`config.mk`:
```
export PLATFORM = sky130hd
export DESIGN_NAME = lc3_intc
export DESIGN_NICKNAME = d
export VERILOG_FILES = /design/src/rtl/lc3_intc.sv
export SDC_FILE = /design/constraint.sdc
export NUM_CORES = 1
export LEC_CHECK = 0
export CORE_ASPECT_RATIO = 0.7
export CORE_UTILIZATION = 45
export CTS_BUF_LIST = sky130_fd_sc_hd__clkbuf_4 sky130_fd_sc_hd__clkbuf_8 sky130_fd_sc_hd__clkbuf_16
export DETAILED_ROUTE_END_ITERATION = 8
export PLACE_DENSITY = 0.78
export SYNTH_ARGS = -nofsm -noshare
export SYNTH_HDL_FRONTEND = slang
export SYNTH_SLANG_ARGS = --single-unit
```
`constraint.sdc`:
```
create_clock -name clk -period 7.6 [get_ports clk]
set_clock_uncertainty 0.1 [all_clocks]
set_input_delay 1.52 -clock clk [delete_from_list [all_inputs] [get_ports clk]]
set_output_delay 1.52 -clock clk [all_outputs]
set_load 0.05 [all_outputs]
```
`src/rtl/lc3_intc.sv`:
```
// Priority interrupt controller for the LC-3 core: captures NUM_CH request lines,
// picks the highest-priority eligible channel and presents it on IRQ/INTV/INTP until acked.
// Optional feature: define LC3_INTC_EDGE_EN for sticky edge-triggered pending bits (default: level mode).
module lc3_intc #(
  parameter int         NUM_CH   = 4,
  parameter logic [7:0] VEC_BASE = 8'h80
) (
  input  logic                  clk,
  input  logic                  rst,
  input  logic [NUM_CH-1:0]     req,
  input  logic [NUM_CH-1:0]     ch_en,
  input  logic [3*NUM_CH-1:0]   ch_pri,
  input  logic [2:0]            cpu_pri,
  input  logic                  intack,
  output logic                  IRQ,
  output logic [7:0]            INTV,
  output logic [2:0]            INTP,
  output logic [NUM_CH-1:0]     pending_o
);

  localparam int IW = (NUM_CH > 1) ? $clog2(NUM_CH) : 1;

  typedef enum logic [1:0] {
    S_IDLE = 2'b00,
    S_REQ  = 2'b01,
    S_ACK  = 2'b10
  } state_t;

  state_t            r_state;
  state_t            w_state_nxt;
  logic [NUM_CH-1:0] r_pend;
  logic [NUM_CH-1:0] w_elig;
  logic [2:0]        w_pri [NUM_CH];
  logic [IW-1:0]     r_win;
  logic [IW-1:0]     w_win;
  logic [2:0]        r_pri;
  logic [2:0]        w_best_pri;
  logic [7:0]        r_vec;
  logic              w_any;
  logic              w_win_ok;
  logic              w_take;

  for (genvar g = 0; g < NUM_CH; g++) begin : g_ch
    assign w_pri[g]  = ch_pri[3*g +: 3];
    assign w_elig[g] = r_pend[g] & ch_en[g] & (w_pri[g] > cpu_pri);
  end

  // Strict '>' keeps the lowest index on priority ties.
  always_comb begin
    w_any      = 1'b0;
    w_win      = '0;
    w_best_pri = '0;
    for (int i = 0; i < NUM_CH; i++) begin
      if (w_elig[i] && (!w_any || (w_pri[i] > w_best_pri))) begin
        w_any      = 1'b1;
        w_win      = IW'(i);
        w_best_pri = w_pri[i];
      end
    end
  end

  // The presented request stays valid only while its channel could still win on its own.
  assign w_win_ok = r_pend[r_win] & ch_en[r_win] & (r_pri > cpu_pri);
  assign w_take   = (r_state == S_IDLE) & w_any;

  always_ff @(posedge clk) begin
    if (!rst) r_state <= S_IDLE;
    else      r_state <= w_state_nxt;
  end

  always_comb begin
    w_state_nxt = r_state;
    case (r_state)
      S_IDLE:  if (w_any) w_state_nxt = S_REQ;
      S_REQ: begin
        if (intack)         w_state_nxt = S_ACK;
        else if (!w_win_ok) w_state_nxt = S_IDLE;
      end
      S_ACK:   w_state_nxt = S_IDLE;
      default: w_state_nxt = S_IDLE;
    endcase
  end

  always_comb begin
    IRQ       = (r_state == S_REQ);
    INTV      = r_vec;
    INTP      = r_pri;
    pending_o = r_pend;
  end

  // Vector and priority freeze at the IDLE->REQ transition.
  always_ff @(posedge clk) begin
    if (!rst) begin
      r_win <= '0;
      r_vec <= 8'h00;
      r_pri <= 3'b000;
    end else if (w_take) begin
      r_win <= w_win;
      r_vec <= VEC_BASE + 8'(w_win);
      r_pri <= w_best_pri;
    end
  end

`ifdef LC3_INTC_EDGE_EN
  logic [NUM_CH-1:0] r_req_d;
  logic [NUM_CH-1:0] w_clr;
  logic              w_ack;

  assign w_ack = (r_state == S_REQ) & intack;

  always_comb begin
    w_clr = '0;
    if (w_ack) w_clr[r_win] = 1'b1;
  end

  // A new rising edge in the ack cycle re-arms the channel.
  always_ff @(posedge clk) begin
    if (!rst) begin
      r_req_d <= '0;
      r_pend  <= '0;
    end else begin
      r_req_d <= req;
      r_pend  <= (r_pend & ~w_clr) | (req & ~r_req_d);
    end
  end
`else
  always_ff @(posedge clk) begin
    if (!rst) r_pend <= '0;
    else      r_pend <= req;
  end
`endif

endmodule
```
# Yosys cells after proc, flatten, opt, wreduce, memory -nomap -nowiden
# Index checks and enable logic that the tools add are counted.
totals:
  wordCells: 59
  inputBits: 26
  out_inout_bits: 16
  ff_bits: 19
classes:
  muxes: 19
  order_cmp: 9
  bitwise_logic: 11
  reduce_logical: 11
  add_sub_neg: 1
  eq_ne: 3
ops:
  columns: ["op", "n"]
  rows:
  - ["$gt A3 B3 Y1", 8]
  - ["$mux W3", 4]
  - ["$and A1 B1 Y1", 11]
  - ["$mux W2", 5]
  - ["$add A8 B2 Y8 const A", 1]
  - ["$mux W1", 7]
  - ["$bmux W1 S2", 2]
  - ["$pmux W2 S2", 1]
  - ["$logic_and A1 B1 Y1", 3]
  - ["$logic_not A1 Y1", 3]
  - ["$logic_or A1 B1 Y1", 3]
  - ["$lt A2 B3 Y1 const B", 1]
  - ["$ne A3 B3 Y1 const B", 1]
  - ["$eq A2 B1 Y1 const B", 1]
  - ["$logic_not A2 Y1", 1]
  - ["$ne A2 B2 Y1 const B", 1]
  - ["$reduce_and A2 Y1", 1]

# Depth between registers and ports, before layout
logic_depth:
  word_depth: 17
  mapped_depth: 27
  ltp_nobuf: 27

# Worst setup path before layout
# OpenSTA, ideal clock, no wires.
synth_path:
  path_kind: "in2reg"
  startpoint: "in cpu_pri[1]"
  endpoint: "reg r_pri[0], in the netlist INTP[0]"
  path_buffers: 0
  stages: 26
  setup_slack_ps: 1486
  setup_time_ps: 115
  t_arrival_ps: 5899
  t_required_ps: 7385
  path_cell_list: "inv_1 ha_1 and3_4 nor3_2 nand2_1 ha_1 nor2b_1 o21a_1 o21ai_0 a21oi_1 a22o_1 ha_1 nor2b_1 o21a_1 o21ai_0 a21oi_1 mux2i_1 inv_1 ha_1 nor2b_1 o21ai_0 a32oi_1 a32oi_1 o21ai_0 o221a_1 o21a_1"
synth_via:
  elab_chain_len: 16
  word_cells_on_any_way: 29
  classes_between: "7 x order compare; 8 x mux; 5 x bitwise; 9 x reduce/logical"
synth_lines:
  columns: ["element", "line", "source"]
  rows:
  - ["start: declaration", "13", "input logic [2:0] cpu_pri,"]
  - ["$gt A3 B3 Y1", "45", "assign w_elig[g] = r_pend[g] & ch_en[g] & (w_pri[g] > cpu_pri);"]
  - ["$and A1 B1 Y1", "45", null]
  - ["$mux W3 / $mux W1 (equally long branches)", "54", "if (w_elig[i] && (!w_any || (w_pri[i] > w_best_pri))) begin"]
  - ["$gt A3 B3 Y1 / $logic_not A1 Y1 (equally long branches)", "54", null]
  - ["$logic_or A1 B1 Y1", "54", null]
  - ["$logic_and A1 B1 Y1", "54", null]
  - ["$mux W3 / $mux W1 (equally long branches)", "54", null]
  - ["$gt A3 B3 Y1 / $logic_not A1 Y1 (equally long branches)", "54", null]
  - ["$logic_or A1 B1 Y1", "54", null]
  - ["$logic_and A1 B1 Y1", "54", null]
  - ["$mux W3 / $mux W1 (equally long branches)", "54", null]
  - ["$gt A3 B3 Y1 / $logic_not A1 Y1 (equally long branches)", "54", null]
  - ["$logic_or A1 B1 Y1", "54", null]
  - ["$logic_and A1 B1 Y1", "54", null]
  - ["$mux W1", "54", null]
  - ["$and A1 B1 Y1", "64", "assign w_take = (r_state == S_IDLE) & w_any;"]
  - ["end signal: assignment", "100", "r_pri <= w_best_pri;"]
  - ["end: declaration", "36", "logic [2:0] r_pri;"]
# Several ways; a longest one is shown, not always the timed one.
# A chain may end at the register's enable or synchronous reset.

# Worst setup path in the final report
# Ends and elaborated chain as after synthesis.

==> key figures <==
Run status
  • Status: finished clean

Setup path
  • Worst Path Buf+Inv: 3
  • Worst setup SP type: primary input
  • CP peak stage delay: 0.46 ns
  • Slowest stage cell on the critical path: clkdlybuf4s50_1
  • WP data arrival: 7.10 ns
  • CP Capture Type: flip-flop
  • Crit Path Max Fanout: 5
  • Worst r2r src: pending_o[0]$_SDFF_PN0_
  • CP top delay family: compound AO/OA/AOI/OAI gates
  • Crit path kind: primary input to flip-flop
  • Worst setup path startpoint: cpu_pri[1]
  • CP required: 7.64 ns

Power
  • Leak pwr: 0.712 nW
  • VDD IR-drop max: about 90 µV
  • Power density over the cells: between 100 and 150 nW/µm²

Clock network
  • CTS tree: done
  • Clk buf depth: 2
  • Htree depth: 1
  • # hold bufs at CTS: 0
  • Clock transition at path regs: 0.05 ns
  • Num CTS Buffers: 3
  • Clk Latency, worst-skew pair: 0.24 ns
  • Root buf cell: clkbuf_8
  • Num Clock Sinks: 12

Place
  • GP Congestion: about 0.89
  • Placed Cells: 211
  • I/O Buffers: 36
  • DPL Wire Length: approximately 2600 µm

Routing
  • Drt drc: 0
  • Met1 Wirelength: 1470 µm
  • Iteration count of the initial detailed-routing pass: 4
  • Met3 WL post-DR: about 170 µm
  • Met2 wire len: ~1400 µm
  • WL/cell: 14.5 µm
  • Final WL: roughly 3100 µm
  • Via density: 5.69
  • 1st-iter DRT viols: 54
  • Vias: 1,217
  • Highest metal used: met4
  • Routed Antenna Nets: 0

Floorplan
  • Core footprint: 2510 µm²
  • Die W: 64.4 µm
  • Io pins: 42
  • Die area: about 3000 µm²
  • Starting Density: 0.488
  • Rows: 15
  • Die Ht: 45.7 µm

Final layout
  • Fin cells: 214
  • Layout cell share with drive strength beyond 1: 0.0778
  • Nets: 232
  • ANT cells: 0
  • FILL cells: 221
  • Layout Area Growth over Synthesis: 34.4%

STA
  • Final worst path period need: 7.06 ns
  • Fin crit share: 0.930
  • RSZ-0062 raised after global routing: no
  • Slew headroom: 0.661
  • Worst slew pin tran: about 0.51 ns
  • Final TNS setup: 0 ns
  • Hold Vio Cnt, Final: 0
  • Fmax: 0.142 GHz
  • # setup viols final: 0
  • Final Max Tran Viols: 0

Logic synthesis
  • Seq cells post-synth: 12
  • Fraction of registers with async set/reset: 0
  • Mapped cell area: 1230 µm²
  • Synth area leaders: ha_1, dfxtp_1, o21a_1, inv_1, o21ai_0
  • Most used DFF post-synth: dfxtp_1
  • Count of different cell masters after synthesis: 43
  • Area leader, netlist: ha_1
  • Synth cell count leaders: ha_1, inv_1, dfxtp_1
  • Sequential share of the synthesized area: 0.196
  • Yosys warnings: 0
  • Mean post-synth cell area: 8.57 µm²
  • Number of synthesized flops with an enable pin: 0
  • Top-count cell post-synth: ha_1
  • Area fraction of the dominant cell type after synthesis: 0.245
  • Gate Count Post-Synth: 143

Min path
  • Hold_sp: INTV[7]$_SDFFE_PN0P_
  • Min-delay worst type: flip-flop to flip-flop

Global routing
  • First-pass GRT wire length: approximately 5000 µm
  • Largest net degree at the start of global routing: 13
  • Number of global-route vias before repair: 1,145
  • Overflow after GRT: 0
  • Antenna violations before repair: 0
  • GRT Resource Usage Total: 0.228

Job
  • Max_cap viols: 0
final cells by class:
type | count | area (µm²) | area share
tap | 34 | 42.5 | 0.0258
multi-input combinational | 114 | 907 | 0.550
inverter | 15 | 56.3 | 0.0342
clock buffer | 3 | 41.3 | 0.0251
sequential | 12 | 240 | 0.146
timing repair buffer | 36 | 360 | 0.219
routing by layer:
metal	vias up	track usage
met1	560	0.274
met4	0	0.107
met3	8	0.0500
met5	-	0
li1	600	-
met2	49	0.396
worst paths after layout:
| kind | slack, ns | to | depth (start not counted) |
|---|---|---|---|
| hold / removal | 0.37 | INTV[7]$_SDFFE_PN0P_ | 1 |
| setup reg to reg | 2.46 | INTP[0]$_SDFFE_PN0P_ | 24 |
| hold reg to reg | 0.37 | INTV[7]$_SDFFE_PN0P_ | 1 |
| setup / recovery | 0.54 | INTP[0]$_SDFFE_PN0P_ | 27 |
flip-flops by register name, summed over array words and instances (netlist names):
signal and flops:
INTV 2, pending_o 4, INTP 3, r_state 2, r_win 1
cell families after synthesis:
family | after synthesis | synth area share
adder cells (fa/ha/maj) | 24 | 0.245
other | 1 | 0.00306
AND/OR/NAND/NOR | 38 | 0.180
flip-flops | 12 | 0.196
AO/OA/AOI/OAI | 44 | 0.267
multiplexers | 3 | 0.0296
buffers and inverters | 21 | 0.0796
cells in the final DEF (no fill, tap or decap), types with 2 or more instances in the layout:
cell and n:
and3_1 2, o211ai_1 2, a31oi_1 4, dfxtp_1 12, a22oi_1 2, and2_1 4, clkdlybuf4s50_1 36, ha_1 24
nand2_1 6, nor2b_1 6, a21oi_1 3, nand3_1 3, o221a_1 2, conb_1 5, o21ai_0 8, inv_1 15
o21a_1 9, nor2_1 8, a32oi_1 2, clkbuf_8 3
metrics by stage:
step | instance area [µm²] | power (mW) | setup slack (ns) | util | hold slack, ns
final | 1650 | 0.231 | 0.536 | 0.655 | 0.374
after global routing | 1650 | 0.244 | 0.0953 | 0.655 | 0.404
after CTS | 1640 | 0.231 | 0.486 | 0.654 | 0.382
after detailed placement | 1600 | 0.174 | 0.233 | 0.637 | 0.370
after global placement | 1600 | 0.169 | 0.600 | 0.637 | 0.351
after floorplan | 1240 | 0.139 | 1.49 | - | 0.486
what timing repair did:
action,4_1_cts,5_1_grt
endpoints found under the hold margin,0,0
gates resized for setup,0,1
setup endpoints to repair,0,2
setup buffers,0,0
power breakdown:
group	switching, mW	total (mW)	internal, mW
Clock	0.0225	0.0573	0.0349
Combinational	0.0573	0.100	0.0430
Sequential	0.00448	0.0728	0.0684
(Power assumes the default switching activity.)
